[src/rtl/motor_cmd_seq.sv]
// motor_cmd_seq: two-button motor command sequencer.
// Each button is synchronized and debounced. A debounced press latches one
// pending request per motor. A round-robin FSM (IDLE/RUN0/RUN1/GAP) then
// serves the requests, holding one motor request high for RUN_CYCLES
// cycles and leaving GAP_CYCLES idle cycles after every run.
// Optional feature: define MOT_EMERGENCY_STOP_EN to add the stop_n input.
// Ports:
//   clk    - clock, all state on the rising edge
//   rst_n  - asynchronous active-low reset
//   btn    - raw push-buttons, bit i requests motor i
//   stop_n - emergency stop, active-low (only with MOT_EMERGENCY_STOP_EN)
//   mot    - registered motor run requests, at most one bit set
//   busy   - high whenever the FSM is not in IDLE
//   done   - one-cycle pulse on bit i when a run of motor i ends
module motor_cmd_seq #(
    parameter int unsigned DEB_CYCLES = 1000000,
    parameter int unsigned RUN_CYCLES = 25000000,
    parameter int unsigned GAP_CYCLES = 4,
    parameter int unsigned CNT_W      = 28
) (
    input  logic       clk,
    input  logic       rst_n,
    input  logic [1:0] btn,
`ifdef MOT_EMERGENCY_STOP_EN
    input  logic       stop_n,
`endif
    output logic [1:0] mot,
    output logic       busy,
    output logic [1:0] done
);

    localparam logic [CNT_W-1:0] CNT_ONE  = CNT_W'(1);
    localparam logic [CNT_W-1:0] DEB_LAST = CNT_W'(DEB_CYCLES - 1);
    localparam logic [CNT_W-1:0] RUN_LAST = CNT_W'(RUN_CYCLES - 1);
    localparam logic [CNT_W-1:0] GAP_LAST = CNT_W'(GAP_CYCLES - 1);

    typedef enum logic [1:0] {
        IDLE = 2'd0,
        RUN0 = 2'd1,
        RUN1 = 2'd2,
        GAP  = 2'd3
    } state_e;

    logic [1:0]       sync1_q, sync2_q;
    logic [1:0]       deb_q, deb_d;
    logic [CNT_W-1:0] deb_cnt_q [2];
    logic [CNT_W-1:0] deb_cnt_d [2];
    logic [1:0]       rise_c;

    state_e           state_q, state_d;
    logic [CNT_W-1:0] run_cnt_q, run_cnt_d;
    logic [1:0]       pend_q, pend_d;
    logic             rr_q, rr_d;
    logic [1:0]       mot_q, mot_d;
    logic [1:0]       done_q, done_d;
    logic             busy_q, busy_d;
    logic [1:0]       clr_c;
    logic             pick_c;
    logic             cur_c;

`ifdef MOT_EMERGENCY_STOP_EN
    logic [1:0]       stop_sync_q;
    logic             stop_c;
    assign stop_c = ~stop_sync_q[1];
`endif

    assign mot  = mot_q;
    assign busy = busy_q;
    assign done = done_q;

    // Debounce: level follows the synchronized input after DEB_CYCLES
    // consecutive differing cycles; any agreeing cycle restarts the count.
    always_comb begin
        for (int i = 0; i < 2; i++) begin
            deb_d[i]     = deb_q[i];
            deb_cnt_d[i] = '0;
            rise_c[i]    = 1'b0;
            if (sync2_q[i] != deb_q[i]) begin
                if (deb_cnt_q[i] >= DEB_LAST) begin
                    deb_d[i]  = sync2_q[i];
                    rise_c[i] = sync2_q[i];
                end else begin
                    deb_cnt_d[i] = deb_cnt_q[i] + CNT_ONE;
                end
            end
        end
    end

    // Sequencer next-state and registered-output logic.
    always_comb begin
        state_d   = state_q;
        run_cnt_d = run_cnt_q;
        rr_d      = rr_q;
        mot_d     = 2'b00;
        done_d    = 2'b00;
        clr_c     = 2'b00;
        pick_c    = 1'b0;
        cur_c     = (state_q == RUN1);

        case (state_q)
            IDLE: begin
                if (pend_q != 2'b00) begin
                    // Both pending: rr_q names the motor with priority.
                    pick_c        = (pend_q == 2'b11) ? rr_q : pend_q[1];
                    state_d       = pick_c ? RUN1 : RUN0;
                    mot_d[pick_c] = 1'b1;
                    clr_c[pick_c] = 1'b1;
                    rr_d          = ~pick_c;
                    run_cnt_d     = RUN_LAST;
                end
            end
            RUN0, RUN1: begin
                if (run_cnt_q == '0) begin
                    state_d       = GAP;
                    done_d[cur_c] = 1'b1;
                    run_cnt_d     = GAP_LAST;
                end else begin
                    mot_d[cur_c] = 1'b1;
                    run_cnt_d    = run_cnt_q - CNT_ONE;
                end
            end
            GAP: begin
                if (run_cnt_q == '0) begin
                    state_d = IDLE;
                end else begin
                    run_cnt_d = run_cnt_q - CNT_ONE;
                end
            end
            default: state_d = IDLE;
        endcase

        // A press arriving in the grant cycle is a new edge and stays queued.
        pend_d = (pend_q & ~clr_c) | rise_c;

`ifdef MOT_EMERGENCY_STOP_EN
        // Stop parks the FSM in GAP; the gap timer restarts once released.
        if (stop_c) begin
            state_d   = GAP;
            mot_d     = 2'b00;
            done_d    = 2'b00;
            pend_d    = 2'b00;
            rr_d      = rr_q;
            run_cnt_d = GAP_LAST;
        end
`endif

        busy_d = (state_d != IDLE);
    end

    always_ff @(posedge clk or negedge rst_n) begin
        if (!rst_n) begin
            sync1_q      <= 2'b00;
            sync2_q      <= 2'b00;
            deb_q        <= 2'b00;
            deb_cnt_q[0] <= '0;
            deb_cnt_q[1] <= '0;
            state_q      <= IDLE;
            run_cnt_q    <= '0;
            pend_q       <= 2'b00;
            rr_q         <= 1'b0;
            mot_q        <= 2'b00;
            done_q       <= 2'b00;
            busy_q       <= 1'b0;
`ifdef MOT_EMERGENCY_STOP_EN
            stop_sync_q  <= 2'b11;
`endif
        end else begin
            sync1_q      <= btn;
            sync2_q      <= sync1_q;
            deb_q        <= deb_d;
            deb_cnt_q[0] <= deb_cnt_d[0];
            deb_cnt_q[1] <= deb_cnt_d[1];
            state_q      <= state_d;
            run_cnt_q    <= run_cnt_d;
            pend_q       <= pend_d;
            rr_q         <= rr_d;
            mot_q        <= mot_d;
            done_q       <= done_d;
            busy_q       <= busy_d;
`ifdef MOT_EMERGENCY_STOP_EN
            stop_sync_q  <= {stop_sync_q[0], stop_n};
`endif
        end
    end

endmodule

[config.mk]
export PLATFORM = sky130hd
export DESIGN_NAME = motor_cmd_seq
export DESIGN_NICKNAME = d
export VERILOG_FILES = /design/src/rtl/motor_cmd_seq.sv
export SDC_FILE = /design/constraint.sdc
export NUM_CORES = 1
export LEC_CHECK = 0
export CORE_MARGIN = 5
export CORE_UTILIZATION = 54
export DETAILED_ROUTE_END_ITERATION = 8
export GPL_ROUTABILITY_DRIVEN = 0
export HOLD_SLACK_MARGIN = 0.02
export MAX_ROUTING_LAYER = met4
export PLACE_DENSITY = 0.71
export RECOVER_POWER = 100
export SYNTH_ARGS = -nofsm -noshare
export SYNTH_HDL_FRONTEND = slang
export SYNTH_SLANG_ARGS = --single-unit
[constraint.sdc]
create_clock -name clk -period 3.18 [get_ports clk]
set_input_delay 0.318 -clock clk [delete_from_list [all_inputs] [get_ports clk]]
set_output_delay 0.318 -clock clk [all_outputs]
set_load 0.005 [all_outputs]
==> results.toml, run 1 <==
[sta]
slew_violations = 0
finalSetupViolCount = 0
worst_slew_pin_slew_ns = 1.47
max_freq_mhz = 376
whs_ns = 0.289
finalCritPeriodShare = 0.836
setup_tns_ns = 0
clock_skew_ns = 0.00855
max_slew_margin = 0.0229
hold_viol = 0
finalWorstSetupSlack_ns = 0.521
rsz0062_at_grt = "no"
period_minus_slack_ns = 2.66

[clocking]
numCtsBuffers = 9
cts_tree = "built"
cts_max_level = 3
clk_latency_ns = 0.37
clockBufferDepth = 2
postCtsHoldBufs = 0
clk_pin_slew_worst_paths_ns = 0.10
clock_sinks = 100
cts-root-buf = "clkbuf_8"
post-cts-setup-buffers = 0
cts.repair.resized = 0

[yosys]
async_flop_share = 1.00
synthXorXnorAreaFrac = 0.0639
syn_area_um2 = 4940
synthCells = 496
synth_edf_count = 0
synth_simple_gate_area_frac = 0.237
syn_area_per_cell_um2 = 9.95
synthMuxAreaShare = 0.00456
synth_fa_ha_area_frac = 0.0177
synth_ff_type = "dfrtp_1"
synth_warnings = 0
synth_compound_area_frac = 0.140
ys_seq_area_frac = 0.507
synth-seq-cells = 100
synth_top_family_by_area = "simple AND/OR/NAND/NOR gates"
synth_cell_types = 55

[layout]
antenna_cells = 0
final-instance-count-excl-fill = 632
drive_gt1_frac = 0.0706
final_cell_mix = "dfrtp_1, nor2_1, nand3_1"
n_fill_cell = 742
synthToLayoutAreaGrowth_pct = 8.62
finish.utilization = 0.609
layout_commonest_cell = "dfrtp_1"
fin_nets = 530

[setup_path]
regToRegSetupSlack_ns = 0.52
crit_path_start_kind = "register"
critPathCaptureType = "register"
critPathMaxFanout = 6
critPathKind = "reg2reg"
cp_data_arrival_time_ns = 2.86
cp_data_required_time_ns = 3.38

[drt]
drtAntennaViolNets = 0
post-route-drc-count = 0
viasPerCell = 6.00
vias = 3790
drt_first_iter_violations = 221
drt-pass1-iter-count = 5
routedWlPerCell_um = 15.9
drt-total-wl_um = 10000

[die]
core_um2 = 8810
rows = 34
io_pins = 9
die_w_um = 106
start_util = 0.561
die_y_um = 106
die_area_um2 = 11200

[grt]
grt_pass1_wl_um = 17200
overflow = 0
grt_usage = 0.195
antenna_found_initial = 0
grt_pass1_vias = 3640
grt_max_degree = 60

[outcome]
status = "complete, no violations"

[placed_design]
dpl.cell_count = 616
hpwl_um = 6750
port_buffers = 8
dp_slack_ns = 0.624

[power_and_ir_drop]
irDropWorstVdd_v = 0.000542
power.density_nw_per_um2 = 684
p_leak_nw = 2.21

[run]
max_cap_violations = 0

[worst_hold_path]
hp-class = "in2async"
[cells by family after synthesis]
kind of cell	Yosys count
and+or+nand+nor	216
DFF	100
AOI/OAI and AO/OA	96
buffers and inverters	38
xor gates and xnor gates	36
adders and majority gates	7
muxes	2
other	1
[synth_stat cells (all sizes together), types with 3 or more instances]
cell type,instances,area share
dfrtp,100,0.51
nor2,62,0.047
nand3,29,0.029
nand2,27,0.021
xor2,21,0.037
inv,17,0.013
nor3,17,0.017
or4,17,0.026
clkbuf,16,0.012
a22oi,15,0.024
xnor2,15,0.027
nor4,14,0.025
o21ai,13,0.013
a21oi,12,0.012
and3,10,0.013
o31ai,10,0.015
nand4,9,0.013
ha,7,0.018
nand2b,7,0.0089
o2bb2ai,7,0.012
or3,7,0.0089
a2bb2oi,6,0.011
o211ai,6,0.0091
a31oi,5,0.0063
buf,5,0.0048
and4,4,0.0076
o22ai,4,0.0051
a211oi,3,0.0046
nand3b,3,0.0046
nor3b,3,0.0056
o41ai,3,0.0053
[power breakdown]
part	total, W	internal, W	switching, W
clock network	0.000757	0.000297	0.000459
registers	0.00169	0.00146	0.000230
logic	0.00122	0.000503	0.000721
total	0.00367	0.00226	0.00141
[worst paths after layout]
| kind | start | end | cells after the start |
|---|---|---|---|
| worst max-delay path | run_cnt_q[0]$_DFFE_PN0P_ | state_q[1]$_DFF_PN0_ | 7 |
| worst min-delay path | rst_n | deb_cnt_q[10]$_DFF_PN0_ | 1 |
| worst max register to register | run_cnt_q[0]$_DFFE_PN0P_ | state_q[1]$_DFF_PN0_ | 7 |
| worst min register to register | sync1_q[1]$_DFF_PN0_ | sync2_q[1]$_DFF_PN0_ | 0 |
| max in group asynchronous | rst_n | pend_q[1]$_DFF_PN0_ | 2 |
| min in group clk | sync1_q[1]$_DFF_PN0_ | sync2_q[1]$_DFF_PN0_ | 0 |
[metrics by stage]
stage	instance area [µm²]	power [W]
2_1_floorplan	4990	0.00253
3_3_place_gp	5210	0.00290
3_5_place_dp	5210	0.00293
4_1_cts	5390	0.00370
5_1_grt	5360	0.00391
6_report	5360	0.00367
[cell type report]
cell class              count  area (µm²)  area share
clock buffers               9         124      0.0231
clock inverters             7        56.3      0.0105
inverters                  17        63.8      0.0119
multi-input cells         373        2340       0.436
flip-flops and latches    100        2500       0.467
well taps                 108         135      0.0252
repair buffers             18         144      0.0268
[registers in the layout, indices dropped and copies added (netlist names)]
name / cells
deb_cnt_q: 56
run_cnt_q: 28
deb_q: 2
done: 2
mot: 2
pend_q: 2
state_q: 2
sync1_q: 2
sync2_q: 2
busy: 1
rr_q: 1
[per-layer routing]
layer / vias to the layer above / part of all wire / track usage / wire length, µm
met1: 1816 / 0.47 / 0.268 / 4690
li1: 1843 / - / - / -
met5: - / 0 / - / 0
met3: 15 / 0.062 / 0.0391 / 627
met4: 0 / 0.015 / 0.0601 / 154
met2: 116 / 0.46 / 0.293 / 4580
[critical path: stages, from the launching register on]
cell and delay (ns):
dfrtp_1 0.43, inv_1 0.09, ha_1 0.22, or3b_2 0.45, nor4_1 0.55, nand2_1 0.28
a21oi_1 0.30, o311ai_0 0.17
Power figures use the tool's default switching activity.
==> inputs of run 2 (changes only) <==
clock period = 2.69 ns   (was 3.18 ns; I/O delays follow)
==> results.toml, run 2 (synthesized netlist as in run 1, its figures left out) <==
[sta]
hold_viol = 0
finalSetupViolCount = 0
finalCritPeriodShare = 0.938
clock_skew_ns = 0.0142
setup_tns_ns = 0
max_freq_mhz = 396
rsz0062_at_grt = "no"
period_minus_slack_ns = 2.52
worst_slew_pin_slew_ns = 2.00
max_slew_margin = -0.333
slew_violations = 84

[die]
core_um2 = 8810
die_area_um2 = 11200
die_w_um = 106
start_util = 0.561
die_y_um = 106
rows = 34
io_pins = 9

[drt]
viasPerCell = 5.97
post-route-drc-count = 0
drtAntennaViolNets = 0
vias = 3881
routedWlPerCell_um = 16.2
drt_first_iter_violations = 223
drt-total-wl_um = 10500
drt-pass1-iter-count = 4

[clocking]
numCtsBuffers = 9
post-cts-setup-buffers = 0
cts_max_level = 3
clk_pin_slew_worst_paths_ns = 0.11
cts-root-buf = "clkbuf_8"
clockBufferDepth = 2
clock_sinks = 100
cts_tree = "built"
clk_latency_ns = 0.37

[layout]
antenna_cells = 0
top_register = "deb_cnt_q"
reg_top3 = "deb_cnt_q (56), run_cnt_q (28)"
layout_commonest_cell = "dfrtp_1"
fin_nets = 548
synthToLayoutAreaGrowth_pct = 12.0
drive_gt1_frac = 0.0996
largest_reg_flops = 56
final-instance-count-excl-fill = 650
final_cell_mix = "dfrtp_1, nor2_1, nand3_1"

[placed_design]
dpl.cell_count = 634
port_buffers = 8
hpwl_um = 7140

[setup_path]
crit_path_start_kind = "register"
cp_data_required_time_ns = 2.92
cp_data_arrival_time_ns = 2.75
critPathKind = "reg2reg"
critPathMaxFanout = 11
critPathCaptureType = "register"
regToRegSetupSlack_ns = 0.17

[power_and_ir_drop]
power.density_nw_per_um2 = 831
p_leak_nw = 2.30
irDropWorstVdd_v = 0.000512

[grt]
grt_usage = 0.209
grt_max_degree = 84
overflow = 0
antenna_found_initial = 0
grt_pass1_wl_um = 18500
grt_pass1_vias = 3871

[run]
max_cap_violations = 1

[worst_hold_path]
hp-class = "reg2reg"

[outcome]
status = "finished, violations left"
failed_checks = "capacitance limit, slew limit"
-- run 2: worst max-delay path, cell delays in order (launching register included) --
cell and delay [ns]:
dfrtp_1 0.42, or4_1 0.61, clkbuf_1 0.16, nor4_2 0.32
and3_1 0.37, clkbuf_2 0.27, o21ai_0 0.11, a21boi_0 0.13
-- run 2: what timing repair did --
action,CTS,global route
endpoints found under the setup margin,1,2
resized for setup,1,1
hold buffers,0,0
-- run 2: final timing paths --
check                           depth (start not counted)                       from                         to
worst max-delay path                                    7  run_cnt_q[23]$_DFFE_PN0P_   run_cnt_q[7]$_DFFE_PN0P_
worst min-delay path                                    0       sync1_q[0]$_DFF_PN0_       sync2_q[0]$_DFF_PN0_
worst min register to register                          0       sync1_q[0]$_DFF_PN0_       sync2_q[0]$_DFF_PN0_
min in group asynchronous                               1                      rst_n     deb_cnt_q[3]$_DFF_PN0_
worst max register to register                          7  run_cnt_q[23]$_DFFE_PN0P_   run_cnt_q[7]$_DFFE_PN0P_
max in group asynchronous                               1                      rst_n  run_cnt_q[24]$_DFFE_PN0P_
-- run 2: final cells by class --
class | instances | area (µm²)
clock buffers | 9 | 124
multi-input cells | 373 | 2350
well taps | 108 | 135
clock inverters | 7 | 91.3
fillers | 766 | 3280
inverters | 17 | 63.8
repair buffers | 36 | 264
flip-flops and latches | 100 | 2500
-- run 2: stage by stage --
| step | hold WS (ns) | utilization | instance area [µm²] | worst slack [ns] | total power, W |
|---|---|---|---|---|---|
| final | 0.367 | 0.628 | 5530 | 0.166 | 0.00460 |
| after detailed placement | 0.349 | 0.606 | 5340 | 0.0393 | 0.00358 |
| after global placement | 0.338 | 0.606 | 5340 | 0.114 | 0.00352 |
| after CTS | 0.111 | 0.631 | 5560 | 0.123 | 0.00465 |
| after global routing | 0.383 | 0.628 | 5530 | 0.0311 | 0.00492 |
| after floorplan | -0.0266 | - | 4990 | 0.394 | 0.00299 |
-- run 2: power by group --
part,switching (W),internal [W],total (W)
registers,0.000204,0.00172,0.00193
clock network,0.000579,0.000455,0.00103
logic,0.000962,0.000673,0.00164
-- run 2: routing by layer --
metal | vias to the layer above | share of wire | global-route usage
met5 | - | 0 | -
met4 | 0 | 0.016 | 0.0537
met3 | 16 | 0.043 | 0.0477
met2 | 87 | 0.46 | 0.311
met1 | 1892 | 0.48 | 0.292
li1 | 1886 | - | -
==> inputs of run 3 (changes only) <==
HOLD_SLACK_MARGIN = 0.06   (was 0.02)
==> results of run 3 <==
Same layout as run 2: the final DEF is identical, and so are final timing and power.
